<file path="config.mk">
export PLATFORM = sky130hd
export DESIGN_NAME = cla_sub_pipe
export DESIGN_NICKNAME = d
export VERILOG_FILES = /design/src/rtl/cla_pkg.sv /design/src/rtl/cla_group4.sv /design/src/rtl/cla_sub_pipe.sv
export SDC_FILE = /design/constraint.sdc
export NUM_CORES = 1
export LEC_CHECK = 0
export BUFFER_PORTS_ARGS = -buffer_cell sky130_fd_sc_hd__buf_2
export CAP_MARGIN = 25
export CORE_MARGIN = 8
export CORE_UTILIZATION = 58
export CTS_BUF_LIST = sky130_fd_sc_hd__clkbuf_16
export DETAILED_ROUTE_END_ITERATION = 8
export GPL_TIMING_DRIVEN = 0
export PLACE_DENSITY = 0.85
export SLEW_MARGIN = 20
export SYNTH_ARGS = -nofsm -noshare
export SYNTH_HDL_FRONTEND = slang
export SYNTH_SLANG_ARGS = --single-unit
</file>
<file path="constraint.sdc">
create_clock -name clk -period 5.8 [get_ports clk]
set_input_delay 1.74 -clock clk [delete_from_list [all_inputs] [get_ports clk]]
set_output_delay 1.74 -clock clk [all_outputs]
set_load 0.02 [all_outputs]
</file>
<file path="src/rtl/cla_pkg.sv">
// Shared definitions for the pipelined carry-lookahead subtractor:
// group width, group propagate/generate record and the saturation limits.
package cla_pkg;

    localparam int GROUP_W = 4;

    typedef struct packed {
        logic P;
        logic G;
    } grp_pg_t;

    // Group propagate/generate of one 4-bit slice of per-bit p/g.
    function automatic grp_pg_t grp_pg(input logic [GROUP_W-1:0] p,
                                       input logic [GROUP_W-1:0] g);
        grp_pg_t r;
        r.P = &p;
        r.G = g[3]
            | (p[3] & g[2])
            | (p[3] & p[2] & g[1])
            | (p[3] & p[2] & p[1] & g[0]);
        return r;
    endfunction

    // Largest positive two's-complement value of width w (0x7F..F).
    function automatic logic [63:0] sat_pos(input int w);
        return (64'd1 << (w - 1)) - 64'd1;
    endfunction

    // Most negative two's-complement value of width w (0x80..0).
    function automatic logic [63:0] sat_neg(input int w);
        return 64'd1 << (w - 1);
    endfunction

endpackage

</file>
<file path="src/rtl/cla_group4.sv">
// 4-bit carry-lookahead group: group P/G and the carry into each bit of
// the group from per-bit p/g and the group carry-in.
module cla_group4
    import cla_pkg::*;
(
    input  logic [GROUP_W-1:0] p_i,
    input  logic [GROUP_W-1:0] g_i,
    input  logic               c_i,
    output logic               P_o,
    output logic               G_o,
    output logic [GROUP_W-1:0] c_o
);

    grp_pg_t pg;

    assign pg  = grp_pg(p_i, g_i);
    assign P_o = pg.P;
    assign G_o = pg.G;

    // Lookahead carries: c_o[k] is the carry into bit k of the group.
    always_comb begin
        c_o[0] = c_i;
        c_o[1] = g_i[0] | (p_i[0] & c_i);
        c_o[2] = g_i[1] | (p_i[1] & g_i[0]) | (p_i[1] & p_i[0] & c_i);
        c_o[3] = g_i[2] | (p_i[2] & g_i[1]) | (p_i[2] & p_i[1] & g_i[0])
               | (p_i[2] & p_i[1] & p_i[0] & c_i);
    end

endmodule

</file>
<file path="src/rtl/cla_sub_pipe.sv">
// Two-stage pipelined carry-lookahead subtractor, Diff = A - B - Bin.
// Computed as A + ~B + ~Bin; Borrow is the inverted carry-out.
// Stage 1 registers per-bit p/g and per-group P/G; stage 2 resolves the
// group carries and registers Diff/Borrow/Ovf. Valid/ready on both sides.
// Optional macro CLA_SUB_SAT_EN: saturate Diff on signed overflow.
module cla_sub_pipe
    import cla_pkg::*;
#(
    parameter int m = 16
) (
    input  logic         clk,
    input  logic         rst,
    input  logic         in_valid,
    output logic         in_ready,
    input  logic [m-1:0] A,
    input  logic [m-1:0] B,
    input  logic         Bin,
    output logic         out_valid,
    input  logic         out_ready,
    output logic [m-1:0] Diff,
    output logic         Borrow,
    output logic         Ovf
);

    localparam int NG = m / GROUP_W;

    logic              s1_valid_q;
    logic              s2_valid_q;
    logic              s1_adv;
    logic              in_fire;

    logic [m-1:0]      p_d, g_d, p_q, g_q;
    grp_pg_t [NG-1:0]  grp_d, grp_q;
    logic              cin_q;

    logic [NG:0]       cg;
    logic [m-1:0]      cbit;
    logic [NG-1:0]     grp_p_unused, grp_g_unused;
    logic [m-1:0]      raw_diff, diff_d, diff_q;
    logic              cout, ovf_d, borrow_q, ovf_q;

    assign s1_adv   = !s2_valid_q || out_ready;
    assign in_ready = !s1_valid_q || s1_adv;
    assign in_fire  = in_valid && in_ready;

    // Per-bit and per-group propagate/generate of A + ~B.
    always_comb begin
        p_d = A ^ ~B;
        g_d = A & ~B;
        for (int k = 0; k < NG; k++) begin
            grp_d[k] = grp_pg(p_d[k*GROUP_W +: GROUP_W], g_d[k*GROUP_W +: GROUP_W]);
        end
    end

    // Stage 1 occupancy; reset wins over any in_valid in the same cycle.
    always_ff @(posedge clk) begin
        if (rst) begin
            s1_valid_q <= 1'b0;
        end else if (in_ready) begin
            s1_valid_q <= in_valid;
        end
    end

    // ---- stage 1 register boundary ----
    // Stage 1 data, loaded only on an accepted operand set.
    always_ff @(posedge clk) begin
        if (in_fire) begin
            p_q   <= p_d;
            g_q   <= g_d;
            grp_q <= grp_d;
            cin_q <= ~Bin;
        end
    end

`ifdef CLA_SUB_SAT_EN
    localparam logic [63:0] SAT_POS = sat_pos(m);
    localparam logic [63:0] SAT_NEG = sat_neg(m);

    logic a_neg_q;

    // Sign of A travels with the operand set to pick the saturation rail.
    always_ff @(posedge clk) begin
        if (in_fire) begin
            a_neg_q <= A[m-1];
        end
    end

    function automatic logic [m-1:0] saturate(input logic [m-1:0] raw,
                                              input logic ovf,
                                              input logic a_neg);
        if (!ovf) begin
            return raw;
        end
        return a_neg ? SAT_NEG[m-1:0] : SAT_POS[m-1:0];
    endfunction
`endif

    // Group-level lookahead: carry into each 4-bit group.
    always_comb begin
        cg    = '0;
        cg[0] = cin_q;
        for (int k = 0; k < NG; k++) begin
            cg[k+1] = grp_q[k].G | (grp_q[k].P & cg[k]);
        end
    end

    // Group P/G from the instances duplicates the stage 1 registers; only
    // the per-bit carries are consumed here.
    for (genvar k = 0; k < NG; k++) begin : g_grp
        cla_group4 u_grp (
            .p_i (p_q[k*GROUP_W +: GROUP_W]),
            .g_i (g_q[k*GROUP_W +: GROUP_W]),
            .c_i (cg[k]),
            .P_o (grp_p_unused[k]),
            .G_o (grp_g_unused[k]),
            .c_o (cbit[k*GROUP_W +: GROUP_W])
        );
    end

    assign raw_diff = p_q ^ cbit;
    assign cout     = cg[NG];
    assign ovf_d    = cbit[m-1] ^ cout;

`ifdef CLA_SUB_SAT_EN
    assign diff_d = saturate(raw_diff, ovf_d, a_neg_q);
`else
    assign diff_d = raw_diff;
`endif

    // ---- stage 2 register boundary ----
    // Stage 2 holds while the consumer stalls; refills from stage 1 otherwise.
    always_ff @(posedge clk) begin
        if (rst) begin
            s2_valid_q <= 1'b0;
            diff_q     <= '0;
            borrow_q   <= 1'b0;
            ovf_q      <= 1'b0;
        end else if (s1_adv) begin
            s2_valid_q <= s1_valid_q;
            if (s1_valid_q) begin
                diff_q   <= diff_d;
                borrow_q <= ~cout;
                ovf_q    <= ovf_d;
            end
        end
    end

    assign out_valid = s2_valid_q;
    assign Diff      = diff_q;
    assign Borrow    = borrow_q;
    assign Ovf       = ovf_q;

endmodule
</file>
== Yosys cells after proc, flatten, opt, wreduce, memory -nomap -nowiden ==
Cells that the tools add are included.

* Bitwise gates (word level): 107
* Reductions and logical operators: 10

{| class="wikitable"
|+ Operators by type and width
! operator !! count
|-
| 1-bit AND || 60
|-
| 1-bit OR || 40
|-
| 16-bit bitwise XOR || 2
|-
| 16-bit AND || 1
|-
| 16-bit NOT || 1
|-
| 4-bit AND reduction || 4
|-
| 1-bit logical NOT || 2
|-
| 1-bit logical OR || 2
|-
| 1-bit NOT || 2
|-
| 2-bit AND reduction || 1
|-
| 1-bit logical AND || 1
|-
| 1-bit bitwise XOR || 1
|}

* Register bits: 60
* Input port bits: 37
* Output and inout port bits: 20

== Logic depth before layout (Yosys ltp) ==
Gate-level depths: netlist of the first run.

* Word-level depth: 9
* Gate-level depth with buffers: 7
* Gate-level depth less buffers: 7

== Modules after synthesis ==
Synthesis of the first run repeated with hierarchy kept, for this count alone.

* Cell total of the unflattened synthesis: 239
* Area total of the unflattened synthesis: 2792.7 um^2

{| class="wikitable"
|+ By module, submodules not included
! module !! times used !! cells each !! area each (um^2) !! seq. area each (um^2)
|-
| cla_sub_pipe || 1 || 195 || 2532.4 || 1631.6
|-
| cla_group4 || 4 || 11 || 65.1 || 0.0
|}

== Worst setup path before layout of the first run ==
OpenSTA, ideal clock, no wires.

* Kind: in2out
* From: input port out_ready
* To: output port in_ready
* Arrival time: 2136 ps
* Data required time: 4060 ps
* Path slack: 1924 ps
* Stages on the path: 2
* Cells stage by stage: nor2b_1 nand2_1

* Word-level cells in the longest chain between the ends: 2

{| class="wikitable"
|+ RTL lines
! item !! RTL line !! RTL
|-
| start: declaration || cla_sub_pipe.sv:19 || <nowiki>input logic out_ready,</nowiki>
|-
| 1-bit logical OR || cla_sub_pipe.sv:42 || <nowiki>assign s1_adv = !s2_valid_q || out_ready;</nowiki>
|-
| 1-bit logical OR || cla_sub_pipe.sv:43 || <nowiki>assign in_ready = !s1_valid_q || s1_adv;</nowiki>
|-
| end: declaration || cla_sub_pipe.sv:14 || <nowiki>output logic in_ready,</nowiki>
|}

Every way passes these cells.

== Worst setup path after layout of the first run ==
Ends and elaborated chain as after synthesis.

==> results by group, run 1 <==
Outcome
  – Status: completed

Worst setup path
  – WS Path Type: input port to output port
  – Crit path capture type: output port
  – Required @ worst endpoint: 4.06 ns
  – Critical Path Start Type: input port
  – Crit path max fanout: 5
  – Crit path DAT: 2.35 ns

GRT
  – First-pass GRT wire length: 9780 um
  – GRT overflow: 0
  – Total GRT Usage: 17.4%
  – Initial antenna violation count: 0
  – Pin count of the biggest net entering global routing: 37
  – Number of global-route vias before repair: 2113

Clock network
  – Total CTS buffers: 9
  – Hold_buf cts: 0
  – TritonCTS clock tree: yes
  – Clk Latency, worst-skew pair: 0.32 ns
  – Post-CTS setup buffer count: 0
  – CTS Buffer Depth: 2
  – TritonCTS Sinks: 57
  – H-tree depth: 3
  – Clock Tree Root: clkbuf_16
  – Clock slew at reported path FFs: 0.05 ns
  – Post-CTS resize count: 0

Synthesis
  – Syn Nets: 292
  – Post-synthesis register bit count: 57
  – Post-synth cell types: 39
  – Main synth FF type: edfxtp_1
  – Sequential area share after synthesis: 57.2%
  – Post-Synthesis Cells: 235
  – Synthesis Warnings: 0
  – Ys async rst share: 0%
  – Syn Std Cell Area: 2640 um2
  – Post-synth EDFFs: 37
  – Syn avg cell area: 11.3 um2

Timing
  – Maximum operating frequency: 0.245 GHz
  – Max-slew violations: 0
  – Final critical-path share of the clock period: 70.4%
  – Final setup viols: 0
  – Setup TNS: 0 ns
  – Rel. slew slack: 67.6%
  – Minimum clock period: 4.09 ns
  – RSZ-0062 raised after global routing: false
  – Setup Skew: 0.00744 ns
  – Slew @ Worst Pin: 0.486 ns
  – Hold Fails Final Rpt: 0

Floorplanning
  – DIE HEIGHT: 83.5 um
  – Core ar.: 4380 um2
  – Die area: 6970 um2
  – Chip width: 83.5 um
  – Starting density of the core: 60.3%
  – FP Rows: 24
  – I/O pins: 57

Power
  – Maximum VDD drop: 0.000272 V
  – PwrDens: 325 nW/um2
  – Leakage power: 1.46 nW
  – Final Power: 1.06 mW

Drt
  – 1st-iter DRT viols: 294
  – Via count: 2017
  – Met3 wire length: 387 um
  – ANT nets after route: 0
  – First-pass iteration count of the detailed router: 4
  – DRC: 0
  – Metal2 WL: 2860 um
  – Routed WL: 5840 um
  – Highest routed layer: met4
  – WL/cell: 16.2 um
  – Via density: 5.60
  – WL met1: 2430 um

Finish
  – Multi-input combinational cell area: 1030 um2
  – Inserted Diodes: 0
  – # fillers: 296
  – Register area: 1510 um2
  – Design Area, Final: 3260 um2
  – Layout area overhead: 23.4%
  – Fraction of layout instances using a drive strength above 1: 25.0%
  – Layout Nets: 360

Hold path
  – Hold Path Class: register to register

Place
  – Dpl cell area: 3010 um2
  – Dpl hpwl: 4220 um
  – RePlAce Congestion: 0.847
  – I/O Buffers: 56

Job
  – Max-cap violations: 0
==> cells in the mapped netlist, types with 2 or more instances <==
library cell	n	share of area, %
and4_1	4	1.3
nor2_1	13	1.8
ha_1	20	9.5
nor2b_1	6	1.4
o21ai_0	9	1.7
a31oi_1	4	0.95
dfxtp_1	20	15
buf_2	4	0.76
mux2i_1	2	0.76
nand3_1	6	1.1
a211oi_1	2	0.57
nand4_1	2	0.47
a21oi_1	18	3.4
inv_1	19	2.7
xnor2_1	5	1.7
nand3b_1	2	0.57
a21o_1	5	1.4
edfxtp_1	37	42
nand2_1	24	3.4
nor4b_1	3	0.99
nor3_1	5	0.95
nand2b_1	6	1.4
o211ai_1	3	0.85
==> metal layers <==
metal,up-vias,GRT usage (%)
met3,20,7.03
li1,988,-
met2,74,27.5
met1,935,20.0
met5,-,0
met4,0,8.01
==> power by group <==
group	internal, mW	leakage [nW]	switching (mW)
logic	0.0560	0.786	0.0755
registers	0.469	0.532	0.0207
clock network	0.276	0.141	0.163
==> cell usage in the layout, fill, tap and decap left out, types with 2 or more instances in the layout <==
cell type and instances:
nand2b_1 6, edfxtp_1 37, nand3_1 6, xnor2_1 5
inv_1 24, a211oi_1 2, o211ai_1 3, dfxtp_1 20
a31oi_1 4, nor2_1 13, nand2_1 24, buf_2 60
nor3_1 5, a21oi_1 18, nor4b_1 3, nor2b_1 6
nand4_1 2, o21ai_0 9, nand3b_1 2, ha_1 20
a21o_1 5, clkbuf_16 9, mux2i_1 2, clkinv_1 3
and4_1 4
==> state kept, by name, summed over array words and instances (netlist names) <==
| register | flops |
|---|---|
| cin_q | 1 |
| grp_q | 8 |
| g_q | 12 |
| Ovf | 1 |
| out_valid | 1 |
| Borrow | 1 |
| p_q | 16 |
| Diff | 16 |
| s1_valid_q | 1 |
==> layout make-up <==
cell class	count	share of cell area, %
clock buffer	9	6.90
sequential	57	46.3
clock inverter	7	0.806
tap	52	1.99
timing repair buffer	57	9.21
multi-input combinational	152	31.6
buffer	6	0.844
inverter	20	2.30
==> path summary, 6_finish.rpt <==
| check | from | to | slack, ns | depth (start not counted) |
|---|---|---|---|---|
| worst max-delay path | out_ready | in_ready | 1.71 | 4 |
| worst min-delay path | Diff[5] | Diff[5] | 0.45 | 2 |
| worst max register to register | cin_q | Diff[13] | 4.05 | 7 |
| worst min register to register | Diff[5] | Diff[5] | 0.45 | 2 |
==> through the flow <==
step	utilization [%]	setup slack, ns	std cells	hold WS (ns)
detailed placement	68.7	1.72	344	0.445
finish	74.4	1.71	360	0.450
floorplan	-	1.92	235	0.491
global placement	68.2	1.72	343	0.437
CTS	74.4	1.71	360	0.450
global route	74.4	1.63	360	0.477
==> worst max-delay path, stage by stage <==
cell     delay (ns)
buf_2          0.10
nor2b_1        0.24
nand2_1        0.10
buf_2          0.17
==> logic make-up after synthesis <==
logic type	after synthesis	share of synthesized area, %
and+or+nand+nor	75	14.6
DFF	57	57.2
AOI/OAI and AO/OA	49	12.2
buffers and inverters	26	3.88
adders and majority gates	20	9.47
xor gates and xnor gates	6	1.99
muxes	2	0.757
Note: power is estimated with default switching activity, not from simulation.
==> inputs of run 2 (changes only) <==
--- a/config.mk
+++ b/config.mk
@@ -8,11 +8,11 @@
 export BUFFER_PORTS_ARGS = -buffer_cell sky130_fd_sc_hd__buf_2
 export CAP_MARGIN = 25
 export CORE_MARGIN = 8
-export CORE_UTILIZATION = 58
+export CORE_UTILIZATION = 54
 export CTS_BUF_LIST = sky130_fd_sc_hd__clkbuf_16
 export DETAILED_ROUTE_END_ITERATION = 8
 export GPL_TIMING_DRIVEN = 0
-export PLACE_DENSITY = 0.85
+export PLACE_DENSITY = 0.8
 export SLEW_MARGIN = 20
 export SYNTH_ARGS = -nofsm -noshare
 export SYNTH_HDL_FRONTEND = slang
==> constraint.sdc (replaced) <==
create_clock -name clk -period 4.1 [get_ports clk]
set_input_delay 1.23 -clock clk [delete_from_list [all_inputs] [get_ports clk]]
set_output_delay 1.23 -clock clk [all_outputs]
set_load 0.02 [all_outputs]
==> results by group, run 2 (same netlist as run 1, synthesis figures left out) <==
Clock network
  – Hold_buf cts: 0 (unchanged)
  – Clk Latency, worst-skew pair: 0.32 ns (about the same)
  – Clock Tree Root: clkbuf_16
  – Clock slew at reported path FFs: 0.05 ns (about the same)
  – H-tree depth: 3 (unchanged)
  – TritonCTS clock tree: yes
  – Total CTS buffers: 9 (unchanged)
  – TritonCTS Sinks: 57 (unchanged)
  – CTS Buffer Depth: 2 (unchanged)
  – Post-CTS resize count: 0 (unchanged)
  – Post-CTS setup buffer count: 0 (unchanged)

Worst setup path
  – Critical Path Start Type: input port
  – Most common cell on crit path: buf_2
  – Critical path's slowest cell: nor2b_1
  – CP peak stage delay: 0.25 ns (about the same)
  – Crit path max fanout: 5 (unchanged)
  – Required @ worst endpoint: 2.87 ns (-1.19 ns)
  – CP Cell Sequence: buf_2 -> nor2b_1 -> nand2_1 -> buf_2
  – WS Path Type: input port to output port
  – Crit path DAT: 1.85 ns (-0.50 ns)
  – Crit path capture type: output port

Drt
  – First-pass iteration count of the detailed router: 4 (unchanged)
  – WL/cell: 15.7 um (-3.2%)
  – DRC: 0 (unchanged)
  – Via density: 5.38 (-4.0%)
  – Routed WL: 5890 um (+0.86%)
  – 1st-iter DRT viols: 155 (-47%)
  – Via count: 2018 (+0.050%)
  – ANT nets after route: 0 (unchanged)

Timing
  – Maximum operating frequency: 0.325 GHz
  – Setup Skew: 0.00608 ns (-0.00135 ns)
  – Rel. slew slack: 67.9% (+0.28 points)
  – Slew @ Worst Pin: 0.482 ns (-0.00420 ns)
  – Hold Fails Final Rpt: 0 (unchanged)
  – Final critical-path share of the clock period: 75.0%
  – Max-slew violations: 0 (unchanged)
  – Final setup viols: 0 (unchanged)
  – Setup TNS: 0 ns (unchanged)
  – Minimum clock period: 3.08 ns
  – RSZ-0062 raised after global routing: false

Floorplanning
  – Core ar.: 4720 um2 (+7.7%)
  – DIE HEIGHT: 86.0 um (+2.9%)
  – I/O pins: 57 (unchanged)
  – Starting density of the core: 56.0% (-4.3 points)
  – FP Rows: 25 (+4.2%)
  – Chip width: 86.0 um (+2.9%)
  – Die area: 7390 um2 (+6.0%)

Power
  – Final Power: 1.51 mW (+42%)
  – Maximum VDD drop: 0.000284 V (+4.5%)
  – Leakage power: 1.46 nW (about the same)
  – PwrDens: 458 nW/um2 (+41%)

Place
  – RePlAce Congestion: 0.782 (-7.7%)
  – Dpl hpwl: 4320 um (+2.3%)
  – Dpl cell area: 3040 um2 (+0.87%)
  – Dpl cells: 359 (+4.4%)
  – I/O Buffers: 56 (unchanged)

Finish
  – Layout area overhead: 24.5%
  – Inserted Diodes: 0 (unchanged)
  – Commonest non-fill, non-tap cell in the layout: buf_2
  – Final Instance Count excl. Fillers: 375 (+4.2%)
  – Layout Nets: 360 (unchanged)
  – Most frequent cells in the layout: 60 x buf_2, 37 x edfxtp_1, 24 x nand2_1
  – Fraction of layout instances using a drive strength above 1: 26.0% (+0.97 points)
  – Design Area, Final: 3290 um2 (+0.92%)

Job
  – Max-cap violations: 0 (unchanged)

Hold path
  – Hold Path Class: register to register

GRT
  – Pin count of the biggest net entering global routing: 26 (-30%)
  – Initial antenna violation count: 0 (unchanged)
  – First-pass GRT wire length: 9760 um (-0.29%)
  – Number of global-route vias before repair: 2116 (+0.14%)
  – Total GRT Usage: 17.3% (-0.068 points)
  – GRT overflow: 0 (unchanged)

Outcome
  – Status: completed
-- run 2: path summary, 6_finish.rpt --
path | startpoint | endpoint | slack, ns | cells past startpoint
max | out_ready | in_ready | 1.02 | 4
min | Diff[12] | Diff[12] | 0.45 | 2
max reg2reg | grp_q[2] | Diff[13] | 2.38 | 7
min reg2reg | Diff[12] | Diff[12] | 0.45 | 2
-- run 2: worst max-delay path, delay by kind of cell --
kind	cells	cell delay, ns
buffers and inverters	2	0.26
and+or+nand+nor	2	0.35
-- run 2: area by class of cell --
class / instances / area, um2
inverters: 20 / 75.1
well taps: 67 / 83.8
multi-input cells: 152 / 1030
flip-flops and latches: 57 / 1510
fillers: 356 / 1430
plain buffers: 6 / 27.5
clock buffers: 9 / 225
repair buffers: 57 / 308
clock inverters: 7 / 30.0
-- run 2: per-stage QoR --
step	utilization, %	hold WS [ns]	setup WS [ns]
final	69.7	0.455	1.02
after global routing	69.7	0.480	0.976
after CTS	69.7	0.456	1.02
after detailed placement	64.3	0.449	1.02
after global placement	63.7	0.438	0.997
after floorplan	-	0.491	1.24
-- run 2: report_power, final --
part | switching, mW | internal (mW) | leakage, nW
combinational | 0.106 | 0.0795 | 0.789
clock | 0.235 | 0.394 | 0.136
sequential | 0.0300 | 0.663 | 0.532
total | 0.371 | 1.14 | 1.46
-- run 2: routing by layer --
layer | share of wire, % | routed length, um | GRT usage, % | vias up
met5 | 0 | 0 | 0 | -
met4 | 3.6 | 214 | 13.5 | 0
met3 | 7.9 | 468 | 5.83 | 20
met2 | 49 | 2910 | 27.3 | 92
met1 | 39 | 2300 | 18.6 | 920
li1 | - | - | - | 986
==> inputs of run 3 (changes only) <==
--- a/config.mk
+++ b/config.mk
@@ -5,14 +5,15 @@
 export SDC_FILE = /design/constraint.sdc
 export NUM_CORES = 1
 export LEC_CHECK = 0
+export ABC_AREA = 1
 export BUFFER_PORTS_ARGS = -buffer_cell sky130_fd_sc_hd__buf_2
 export CAP_MARGIN = 25
 export CORE_MARGIN = 8
-export CORE_UTILIZATION = 54
+export CORE_UTILIZATION = 48
 export CTS_BUF_LIST = sky130_fd_sc_hd__clkbuf_16
 export DETAILED_ROUTE_END_ITERATION = 8
 export GPL_TIMING_DRIVEN = 0
-export PLACE_DENSITY = 0.8
+export PLACE_DENSITY = 0.76
 export SLEW_MARGIN = 20
 export SYNTH_ARGS = -nofsm -noshare
 export SYNTH_HDL_FRONTEND = slang
==> constraint.sdc (replaced) <==
create_clock -name clk -period 2.6 [get_ports clk]
set_input_delay 0.78 -clock clk [delete_from_list [all_inputs] [get_ports clk]]
set_output_delay 0.78 -clock clk [all_outputs]
set_load 0.02 [all_outputs]
==> results by group, run 3 <==
Outcome
  – Status: completed

Finish
  – Inserted Diodes: 0 (unchanged)
  – Most frequent cells in the layout: 59 x buf_2, 37 x edfxtp_1, 33 x inv_1
  – Multi-input combinational cell area: 961 um2 (-6.8%)
  – Fraction of layout instances using a drive strength above 1: 26.9% (+0.96 points)
  – # fillers: 480 (+35%)
  – Register area: 1510 um2 (unchanged)
  – Layout Nets: 375 (+4.2%)
  – Commonest non-fill, non-tap cell in the layout: buf_2
  – Utilization after layout: 60.0% (-9.7 points)
  – Layout area overhead: 23.7%
  – Final Instance Count excl. Fillers: 395 (+5.3%)
  – Design Area, Final: 3240 um2 (-1.4%)

Synthesis
  – Sequential area share after synthesis: 57.6% (+0.46 points)
  – Synth top area cells: edfxtp_1 42%, dfxtp_1 15%, ha_1 9.5%
  – Area leader, netlist: edfxtp_1
  – List of most frequent post-synthesis cells: 37 x edfxtp_1, 29 x inv_1, 27 x nor2_1
  – Main synth FF type: edfxtp_1
  – Top-count cell post-synth: edfxtp_1
  – Syn Nets: 308 (+5.5%)
  – Syn avg cell area: 10.4 um2 (-7.1%)
  – Top-area cell type share of the netlist area: 42.4% (+0.34 points)
  – Post-synth EDFFs: 37 (unchanged)
  – Post-synth cell types: 27 (-31%)
  – Ys async rst share: 0% (unchanged)
  – Post-Synthesis Cells: 251 (+6.8%)
  – Syn Std Cell Area: 2620 um2 (-0.80%)
  – Post-synthesis register bit count: 57 (unchanged)
  – Synthesis Warnings: 0 (unchanged)

Place
  – Dpl cells: 379 (+5.6%)
  – Pre-CTS setup slack: 0.539 ns (-0.485 ns)
  – Dpl hpwl: 3860 um (-10%)
  – Dpl cell area: 2990 um2 (-1.4%)
  – RePlAce Congestion: 0.734 (-6.2%)
  – I/O Buffers: 56 (unchanged)

Drt
  – Metal2 WL: 2610 um (-10%)
  – ANT nets after route: 0 (unchanged)
  – Highest routed layer: met4
  – First-pass iteration count of the detailed router: 4 (unchanged)
  – Via count: 1946 (-3.6%)
  – Met3 wire length: 364 um (-22%)
  – Via density: 4.93 (-8.5%)
  – WL/cell: 13.2 um (-16%)
  – 1st-iter DRT viols: 115 (-26%)
  – WL met1: 2130 um (-7.0%)
  – Routed WL: 5220 um (-11%)
  – DRC: 0 (unchanged)

Power
  – Leakage power: 1.56 nW (+7.1%)
  – Maximum VDD drop: 0.000472 V (+66%)
  – Seq pwr share: 45.9% (about the same)
  – PwrDens: 728 nW/um2 (+59%)
  – Clk pwr share: 41.1% (-0.6 points)
  – P_sw: 0.578 mW (+56%)
  – Sw frac: 24.5% (-0.11 points)
  – Internal: 1.78 mW (+57%)
  – Final Power: 2.36 mW (+57%)
  – Combinational share of power: 13.0% (+0.7 points)

GRT
  – Initial antenna violation count: 0 (unchanged)
  – Pin count of the biggest net entering global routing: 38 (+46%)
  – GRT overflow: 0 (unchanged)
  – Number of global-route vias before repair: 1999 (-5.5%)
  – First-pass GRT wire length: 8850 um (-9.3%)
  – Total GRT Usage: 13.5% (-3.7 points)

Timing
  – Setup Skew: 0.00818 ns (+0.00210 ns)
  – Maximum operating frequency: 0.502 GHz
  – Hold Fails Final Rpt: 0 (unchanged)
  – Final critical-path share of the clock period: 76.6%
  – Setup ws final: 0.608 ns (-0.415 ns)
  – Minimum clock period: 1.99 ns
  – Slew @ Worst Pin: 0.759 ns (+0.277 ns)
  – Setup TNS: 0 ns (unchanged)
  – RSZ-0062 raised after global routing: false
  – Fin Hold WS: 0.481 ns (+0.0264 ns)
  – Rel. slew slack: 49.3% (-19 points)
  – Final setup viols: 0 (unchanged)
  – Max-slew violations: 0 (unchanged)

Clock network
  – Total CTS buffers: 9 (unchanged)
  – Clock slew at reported path FFs: 0.05 ns (about the same)
  – Post-CTS resize count: 0 (unchanged)
  – Hold_buf cts: 0 (unchanged)
  – Clock Tree Root: clkbuf_16
  – TritonCTS Sinks: 57 (unchanged)
  – Clk Latency, worst-skew pair: 0.32 ns (about the same)
  – H-tree depth: 3 (unchanged)
  – CTS Buffer Depth: 2 (unchanged)
  – TritonCTS clock tree: yes
  – Post-CTS setup buffer count: 0 (unchanged)

Worst setup path
  – Reg2Reg Launch Point: cin_q
  – Crit path max fanout: 3 (-2)
  – Required @ worst endpoint: 1.82 ns (-1.05 ns)
  – Crit path DAT: 1.21 ns (-0.64 ns)
  – RR Endpoint: Diff[13]
  – Critical path's slowest cell: buf_2
  – R2R Setup Slk: 1.02 ns (-1.36 ns)
  – Crit path capture type: output port
  – Most common cell on crit path: buf_2
  – Critical Path Start Type: input port
  – CP peak stage delay: 0.18 ns (-0.07 ns)
  – R2R depth: 10 (+3)
  – CP Cell Sequence: buf_2 -> inv_2 -> nand3_1 -> buf_2
  – WS Path Type: input port to output port

Floorplanning
  – Chip width: 89.9 um (+4.6%)
  – Core ar.: 5410 um2 (+14%)
  – I/O pins: 57 (unchanged)
  – Starting density of the core: 48.5% (-7.5 points)
  – FP Rows: 27 (+8.0%)
  – Die area: 8080 um2 (+9.4%)
  – DIE HEIGHT: 89.9 um (+4.6%)

Job
  – Max-cap violations: 0 (unchanged)

Hold path
  – Hold Path End: Diff[0]
  – Hold Crit Start: Diff[0]
  – Hold Path Class: register to register
  – Hold depth: 2 (unchanged)
==> run 3: how the worst max path moves through the flow <==
stage / startpoint / slack (ns) / end
after global placement: out_ready / 0.15 / p_q[11]
after floorplan: out_ready / 0.35 / cin_q
after CTS: out_ready / 0.62 / in_ready
after global routing: out_ready / 0.57 / in_ready
final: out_ready / 0.61 / in_ready
after detailed placement: out_ready / 0.54 / g_q[0]
==> run 3: power by group through the flow <==
| stage | clock network [mW] | logic (mW) | registers (mW) |
|---|---|---|---|
| 2_1_floorplan | 0 | 0.180 | 1.12 |
| 3_3_place_gp | 0 | 0.298 | 1.10 |
| 4_1_cts | 0.990 | 0.310 | 1.09 |
| 3_5_place_dp | 0 | 0.307 | 1.10 |
| 6_report | 0.971 | 0.307 | 1.08 |
| 5_1_grt | 1.03 | 0.350 | 1.09 |
==> run 3: cell families after synthesis <==
family                     count (synthesis)  share of synthesized area (%)
and+or+nand+nor                           86                           15.8
buffers and inverters                     39                           5.72
AOI/OAI and AO/OA                         42                           8.92
adders and majority gates                 20                           9.54
DFF                                       57                           57.6
xor gates and xnor gates                   7                           2.34
==> run 3: layout make-up <==
class	count	share of cell area (%)
inverter	35	4.05
buffer	4	0.578
multi-input combinational	155	29.6
clock buffer	9	6.94
sequential	57	46.6
timing repair buffer	56	8.64
tap	72	2.78
clock inverter	7	0.810
==> run 3: worst max-delay path, delay by kind of cell <==
family / cells / cell delay [ns]
buffers and inverters: 3 / 0.32
and+or+nand+nor: 1 / 0.10
==> run 3: per-layer routing <==
metal | up-vias | GRT usage [%]
met5 | - | 0
met1 | 883 | 14.4
met3 | 8 | 4.24
met2 | 61 | 22.9
li1 | 994 | -
met4 | 0 | 8.74
